==> config.mk <==
export PLATFORM = sky130hd
export DESIGN_NAME = fifo_uart_tx
export DESIGN_NICKNAME = d
export VERILOG_FILES = /design/src/rtl/fifo_uart_tx_pkg.sv /design/src/rtl/baud_tick_gen.sv /design/src/rtl/fifo_uart_tx.sv
export SDC_FILE = /design/constraint.sdc
export NUM_CORES = 1
export LEC_CHECK = 0
export ABC_CLOCK_PERIOD_IN_PS = 2100
export CAP_MARGIN = 0
export CORE_ASPECT_RATIO = 0.9
export CORE_MARGIN = 2
export CORE_UTILIZATION = 35
export DETAILED_ROUTE_END_ITERATION = 16
export GPL_TIMING_DRIVEN = 1
export PLACE_DENSITY = 0.65
export SKIP_LAST_GASP = 1
export SLEW_MARGIN = 20
export SYNTH_ARGS = -nofsm -noshare
export SYNTH_HDL_FRONTEND = slang
export SYNTH_SLANG_ARGS = --single-unit
export TNS_END_PERCENT = 1
==> constraint.sdc <==
create_clock -name clk -period 2.1 [get_ports clk]
set_input_delay 0.42 -clock clk [delete_from_list [all_inputs] [get_ports clk]]
set_output_delay 0.42 -clock clk [all_outputs]
set_load 0.01 [all_outputs]
==> src/rtl/fifo_uart_tx_pkg.sv <==
// fifo_uart_tx_pkg
//   Shared constants for the FIFO-draining serial transmitter: FSM state
//   encodings and the parity-mode selector values.
package fifo_uart_tx_pkg;

   localparam logic [2:0] ST_IDLE   = 3'd0;
   localparam logic [2:0] ST_START  = 3'd1;
   localparam logic [2:0] ST_DATA   = 3'd2;
   localparam logic [2:0] ST_PARITY = 3'd3;
   localparam logic [2:0] ST_STOP   = 3'd4;

   typedef enum logic [2:0] {
      IDLE   = ST_IDLE,
      START  = ST_START,
      DATA   = ST_DATA,
      PARITY = ST_PARITY,
      STOP   = ST_STOP
   } state_e;

   // Values for the PARITY_EN parameter.
   localparam int unsigned PARITY_NONE = 0;
   localparam int unsigned PARITY_EVEN = 1;

endpackage

==> src/rtl/baud_tick_gen.sv <==
// baud_tick_gen
//   Bit-period counter. Counts 0..CLKS_PER_BIT-1 and flags the last cycle of
//   each bit period.
// Ports:
//   clk        clock, rising edge
//   rst        synchronous active-high reset
//   clear      force the counter to 0 on the next edge
//   last_tick  high while the count is CLKS_PER_BIT-1
module baud_tick_gen #(
   parameter int unsigned CLKS_PER_BIT = 16
) (
   input  logic clk,
   input  logic rst,
   input  logic clear,
   output logic last_tick
);

   localparam int unsigned CW = (CLKS_PER_BIT > 1) ? $clog2(CLKS_PER_BIT) : 1;
   localparam logic [CW-1:0] LAST_COUNT = CW'(CLKS_PER_BIT - 1);

   logic [CW-1:0] count_q, count_d;

   assign last_tick = (count_q == LAST_COUNT);

   always_comb begin
      count_d = count_q + CW'(1);
      if (clear || last_tick) begin
         count_d = '0;
      end
   end

   always_ff @(posedge clk) begin
      if (rst) begin
         count_q <= '0;
      end else begin
         count_q <= count_d;
      end
   end

endmodule

==> src/rtl/fifo_uart_tx.sv <==
// fifo_uart_tx
//   Drains a first-word-fall-through FIFO and shifts each word out as an
//   asynchronous serial frame: start, data LSB first, optional even parity,
//   stop. Frames run back to back while the FIFO holds data.
// Ports:
//   clk         clock, rising edge
//   rst         synchronous active-high reset
//   enable      permits starting new frames
//   fifo_ready  FIFO not empty
//   fifo_data   FIFO head word
//   fifo_read   single-cycle pop strobe to the FIFO
//   tx          serial line, idle high
//   busy        frame in progress
//   frame_done  pulse on the final cycle of each stop bit
module fifo_uart_tx
   import fifo_uart_tx_pkg::*;
#(
   parameter int unsigned BITS         = 12,
   parameter int unsigned CLKS_PER_BIT = 16,
   parameter int unsigned PARITY_EN    = 1
) (
   input  logic            clk,
   input  logic            rst,
   input  logic            enable,
   input  logic            fifo_ready,
   input  logic [BITS-1:0] fifo_data,
   output logic            fifo_read,
   output logic            tx,
   output logic            busy,
   output logic            frame_done
);

   localparam int unsigned IW = (BITS > 1) ? $clog2(BITS) : 1;
   localparam logic [IW-1:0] LAST_IDX = IW'(BITS - 1);

   state_e            state_q, state_d;
   logic [BITS-1:0]   shift_q, shift_d;
   logic              parity_q, parity_d;
   logic [IW-1:0]     idx_q, idx_d;
   logic              last_tick;
   logic              baud_clear;

   // Pop only when idle or on the very last cycle of a stop bit; the rst term
   // keeps the strobe quiet while the block is being reset.
   assign fifo_read = ~rst & enable & fifo_ready &
                      ((state_q == IDLE) | ((state_q == STOP) & last_tick));

   assign busy = (state_q != IDLE);

   // Counter restarts on every state change and stays parked at 0 when idle.
   assign baud_clear = (state_d != state_q) || (state_q == IDLE);

   baud_tick_gen #(
      .CLKS_PER_BIT(CLKS_PER_BIT)
   ) u_baud (
      .clk      (clk),
      .rst      (rst),
      .clear    (baud_clear),
      .last_tick(last_tick)
   );

   always_comb begin
      state_d    = state_q;
      shift_d    = shift_q;
      parity_d   = parity_q;
      idx_d      = idx_q;
      tx         = 1'b1;
      frame_done = 1'b0;

      case (state_q)
         IDLE: begin
            if (fifo_read) state_d = START;
         end
         START: begin
            tx = 1'b0;
            if (last_tick) begin
               state_d = DATA;
               idx_d   = '0;
            end
         end
         DATA: begin
            tx = shift_q[0];
            if (last_tick) begin
               shift_d = shift_q >> 1;
               if (idx_q == LAST_IDX) begin
                  idx_d   = '0;
                  state_d = (PARITY_EN == PARITY_EVEN) ? PARITY : STOP;
               end else begin
                  idx_d = idx_q + IW'(1);
               end
            end
         end
         PARITY: begin
            tx = parity_q;
            if (last_tick) state_d = STOP;
         end
         STOP: begin
            if (last_tick) begin
               frame_done = 1'b1;
               state_d    = fifo_read ? START : IDLE;
            end
         end
         default: state_d = IDLE;
      endcase

      // FWFT head word is valid now; capture it on the popping edge.
      if (fifo_read) begin
         shift_d  = fifo_data;
         parity_d = ^fifo_data;
      end
   end

   always_ff @(posedge clk) begin
      if (rst) begin
         state_q  <= IDLE;
         shift_q  <= '0;
         parity_q <= 1'b0;
         idx_q    <= '0;
      end else begin
         state_q  <= state_d;
         shift_q  <= shift_d;
         parity_q <= parity_d;
         idx_q    <= idx_d;
      end
   end

endmodule

# ---- After elaboration in Yosys (flattened, before gate mapping)
# Index checks and enable logic that the tools add are counted.
dict set report word_totals {
  register_bits 24
  input_bits 16
  output_inout_bits 4
}
dict set report op_classes {
  mux 18
  add_sub_neg 2
  eq_ne 9
  reduce_logical 11
  bitwise_logic 6
}
# op n
set op_table {}
lappend op_table {{12-bit 2-to-1 mux} 3}
lappend op_table {{3-bit 2-to-1 mux} 6}
lappend op_table {{3-bit one-hot mux with 5 select lines} 1}
lappend op_table {{4-bit 2-to-1 mux} 3}
lappend op_table {{12-bit parity} 1}
lappend op_table {{4-bit by 1-bit adder with 4-bit output (second input constant)} 2}
lappend op_table {{4-bit equality test (second input constant)} 2}
lappend op_table {{4-bit one-hot mux with 2 select lines} 1}
lappend op_table {{3-bit by 2-bit equality test with 1-bit output (second input constant)} 2}
lappend op_table {{2-bit nonzero test} 3}
lappend op_table {{1-bit AND} 4}
lappend op_table {{2-bit inequality test (second input constant)} 2}
lappend op_table {{3-bit by 1-bit equality test with 1-bit output (second input constant)} 1}
lappend op_table {{3-bit equality test (second input constant)} 1}
lappend op_table {{3-bit logical NOT} 1}
lappend op_table {{1-bit 2-to-1 mux} 3}
lappend op_table {{3-bit inequality test} 1}
lappend op_table {{1-bit one-hot mux with 3 select lines} 1}
lappend op_table {{3-bit AND reduction} 1}
lappend op_table {{3-bit nonzero test} 1}
lappend op_table {{1-bit logical OR} 2}
lappend op_table {{2-bit AND reduction} 1}
lappend op_table {{2-bit OR reduction} 1}
lappend op_table {{1-bit inverter} 1}
lappend op_table {{1-bit bitwise OR} 1}

# ---- Longest topological paths before layout
dict set report depth {
  ltp_word 11
  mapped_depth 7
}

# ---- Modules after synthesis
# A second synthesis with hierarchy kept.
dict set report hier_totals {
  hier_cells 145
  area_unflattened_um2 1331.3
}
# module area_each_um2 cells_per_inst instances seq_area_each_um2
set modules_own_cells {}
lappend modules_own_cells {fifo_uart_tx 1173.6 129 1 400.4}
lappend modules_own_cells {baud_tick_gen 157.7 16 1 80.1}

# ---- Worst setup path before layout
# OpenSTA, ideal clock, no wires.
dict set report synth_path {
  kind {register to register}
  startpoint {register u_baud.count_q[0]}
  endpoint {register shift_q[3]}
  stages_incl_launch_ff 7
  path_slack_ns 0.514
  required_ns 1.968
  arrival_ns 1.454
  setup_ns 0.132
  path_buffers 0
  path_cell_list {dfxtp_1 > ha_1 > and3_1 > o211ai_1 > clkinv_1 > a22oi_1 > a21oi_1}
}
dict set report synth_via {
  elab_chain_cells 6
  elab_cells_between_ends 8
  cone_classes {eq/ne: 1; mux: 1; bitwise: 3; reduce/logical: 3}
}
# item line_no
set synth_rtl {}
lappend synth_rtl {{start, declared} baud_tick_gen.sv:21} ;# logic [CW-1:0] count_q, count_d;
lappend synth_rtl {{start signal, assigned} baud_tick_gen.sv:36} ;# count_q <= count_d;
lappend synth_rtl {{4-bit equality test (*)} baud_tick_gen.sv:23} ;# assign last_tick = (count_q == LAST_COUNT);
lappend synth_rtl {{1-bit AND (*)} fifo_uart_tx.sv:46} ;# ((state_q == IDLE) | ((state_q == STOP) & last_tick));
lappend synth_rtl {{1-bit bitwise OR (*)} fifo_uart_tx.sv:46}
lappend synth_rtl {{1-bit AND (*)} fifo_uart_tx.sv:45} ;# assign fifo_read = ~rst & enable & fifo_ready &
lappend synth_rtl {{via fifo_read} fifo_uart_tx.sv:27} ;# output logic fifo_read,
lappend synth_rtl {{2-bit nonzero test (no line)} --}
lappend synth_rtl {{2-bit AND reduction (no line)} --}
lappend synth_rtl {{end signal, assigned} fifo_uart_tx.sv:121} ;# shift_q <= shift_d;
lappend synth_rtl {{end, declared} fifo_uart_tx.sv:37} ;# logic [BITS-1:0] shift_q, shift_d;
# The timed path passes the listed nets; every way through them passes the cells marked *.
# A chain may end at the register's enable or synchronous reset.

# ---- Worst setup path in the final report
dict set report layout_path {
  startpoint {input enable}
  endpoint {output fifo_read}
}
dict set report layout_via {
  elab_chain_cells 3
}
# item line_no
set layout_rtl {}
lappend layout_rtl {{start, declared} fifo_uart_tx.sv:24} ;# input logic enable,
lappend layout_rtl {{1-bit AND (3 in a row)} fifo_uart_tx.sv:45}
lappend layout_rtl {{end, declared} fifo_uart_tx.sv:27}
# No other way between the ends.

==> implementation parameters <==
Parameter                              Value

Route
  Via density per instance ... 5.14
  DR WL/cell ... 12.3 µm
  Violation count after the first detailed-routing iteration ... 55
  Routed wire length ... 2580 µm
  DRC Markers ... 0
  Vias after detailed routing ... 1079
  Number of iterations in the first detailed-routing pass ... 4
  Post-DRT Antenna Nets ... 0

Die
  Die Y ... 60.6 µm
  Core Region ... 0.00340 mm²
  Count of boundary I/O pins ... 20
  Number of standard-cell rows in the floorplan ... 20
  Die width ... 66.9 µm
  Die area ... 0.00405 mm²
  Starting density of the core ... 36.6%

Cells and area
  Post-layout nets ... 186
  Number of standard cells in the final layout excluding fillers ... 210
  Layout overhead on the synthesized area ... 25.0%
  Utilization after layout ... 45.7%
  Most common library cell in the layout ignoring fill and taps ... dfxtp_1
  Sequential cell area ... 482 µm²
  Final antenna diode count ... 0
  Footprint of the multi-input gates ... 712 µm²
  Final cell area excluding filler cells ... 0.00156 mm²
  Top library cells by usage in the layout, fill and taps aside ... dfxtp_1, nand2_1, nor2_1, clkdlybuf4s50_1, nand3_1
  Layout cell share with drive strength beyond 1 ... 10.8%
  Fill count ... 359

Logic synthesis
  Portion of the post-synthesis area used by sequential elements ... 38.6%
  Synth warn ... 0
  Avg Cell Area, Syn ... 8.59 µm²
  Post-synthesis sequential element count ... 24
  Mapped Nets ... 163
  Distinct cell type count after synthesis ... 36
  Dominant synthesized flop cell ... dfxtp_1
  Proportion of register bits with asynchronous set or reset after synthesis ... 0%
  Number of flops mapped to enable cells by yosys ... 0
  Post-synthesis cell count ... 145
  Cell Area, Synth ... 0.00124 mm²

Min path
  Worst min-delay path category ... flip-flop to flip-flop

Worst setup path
  Critical Path Start Type ... primary input
  CP Capture Type ... output pin
  Worst Path Arrival ... 1.67 ns
  CP Class ... primary input to output pin
  Crit-path max FO ... 2
  Required @ worst endpoint ... 1.68 ns

Placed design
  Placed Cells ... 207
  Worst setup slack after placement ... -0.384 ns
  Cell area reported after detailed placement ... 0.00150 mm²
  Final weighted congestion of routability-driven global placement ... 0.883
  Detailed-placement wirelength estimate ... 1920 µm
  Number of port buffers ... 19

CTS
  Number of clock sinks ... 24
  Max Buffers Root-to-Sink ... 2
  Clock tree from TritonCTS ... yes
  Clock Latency Late Sink ... 0.26 ns
  CTS H-tree lvls ... 1
  Number of buffers inserted by post-CTS setup repair ... 0
  TritonCTS buffer count ... 3
  Master cell of the clock root buffer ... clkbuf_8
  Clock transition at the registers of the reported paths ... 0.08 ns

Timing
  Worst hold slack ... 0.419 ns
  Final period util ... 99.7%
  Sum of negative setup slack ... 0 ns
  Finish-stage setup viols ... 0
  Final worst path period need ... 2.09 ns
  Final worst clock skew ... 0.00258 ns
  Max-Slew Margin vs Limit ... 67.2%
  Fmax ... 477 MHz
  Pins Over Slew Limit ... 0
  RSZ-0062 raised after global routing ... yes
  Min setup slack post-route ... 0.00541 ns
  Slew at the pin closest to its max-slew limit ... 0.492 ns
  Hold violation count in the final report ... 0

Global route
  Maximum number of pins on one net before global-route repair ... 21
  Overall Global Routing Usage ... 13.6%
  Antenna violations before repair ... 0
  Number of global-route vias before repair ... 988
  First-pass GRT wire length ... 4260 µm
  Grt total ovfl ... 0

Power
  Power Dens Cells ... 567 mW/mm²
  Peak supply drop ... 0.000276 V
  Total power consumption of the routed design ... 883 µW
  Leakage power ... 0.569 nW

Outcome
  Status ... finished clean

Run
  Count of max-cap constraint violations ... 0
## report_power, final
part	leakage [nW]	total [mW]	switching (mW)	internal, mW
combinational	0.352	0.144	0.0579	0.0862
sequential	0.195	0.476	0.00735	0.468
clock	0.0216	0.263	0.135	0.128
## cells in the mapped netlist, types with 2 or more instances
cell type,instances,area share (%)
xnor2_1,9,6.3
nor3_1,3,1.2
xor2_1,4,2.8
inv_1,3,0.90
and3_1,2,1.0
a311oi_1,5,3.5
nand3_1,11,4.4
buf_2,3,1.2
nor2_1,16,4.8
ha_1,2,2.0
a22oi_1,6,3.6
nand2_1,19,5.7
dfxtp_1,24,39
a21oi_1,9,3.6
and3b_1,2,1.4
buf_4,2,1.2
o21ai_0,2,0.80
a211oi_1,2,1.2
clkbuf_1,2,0.60
a311oi_2,3,3.6
## critical path, stage by stage
cell	delay (ns)
clkdlybuf4s50_1	0.48
nor4bb_4	0.29
o211ai_1	0.16
clkinv_1	0.09
clkdlybuf4s15_1	0.23
## final cells by class
type	count	share of cell area, %
Clock buffer	3	2.65
Multi-Input combinational cell	108	45.7
Tap cell	44	3.54
Inverter	4	0.965
Sequential cell	24	30.9
Timing Repair Buffer	27	16.2
## sequential cells by signal (all words and copies together) (netlist names)
name            count
parity_q            1
u_baud.count_q      4
shift_q            12
idx_q               4
state_q             3
## final timing paths
kind,from,to,slack (ns),cells after the start
min,u_baud.count_q[0]$_SDFF_PP0_,u_baud.count_q[0]$_SDFF_PP0_,0.42,1
max reg2reg,u_baud.count_q[0]$_SDFF_PP0_,shift_q[5]$_SDFFE_PP0P_,0.20,6
max,enable,fifo_read,0.005,5
min reg2reg,u_baud.count_q[0]$_SDFF_PP0_,u_baud.count_q[0]$_SDFF_PP0_,0.42,1
## metal layers
layer	global-route usage, %	wire length, µm
met1	17.9	1240
met2	22.9	1230
met3	2.78	95
met4	3.79	19
met5	0	0
## kinds of logic after synthesis
group,share of synthesized area [%]
fa+ha+maj,2.01
simple gates,23.3
xor+xnor,11.0
buf+inv,5.43
compound gates,19.7
flops,38.6
## timing repair
action / in CTS / in global routing
hold buffers: 0 / 0
gates cloned: 0 / 0
setup endpoints to repair: 2 / 7
pin swaps: 1 / 0
gates resized for setup: 5 / 2
(Power assumes the default switching activity.)
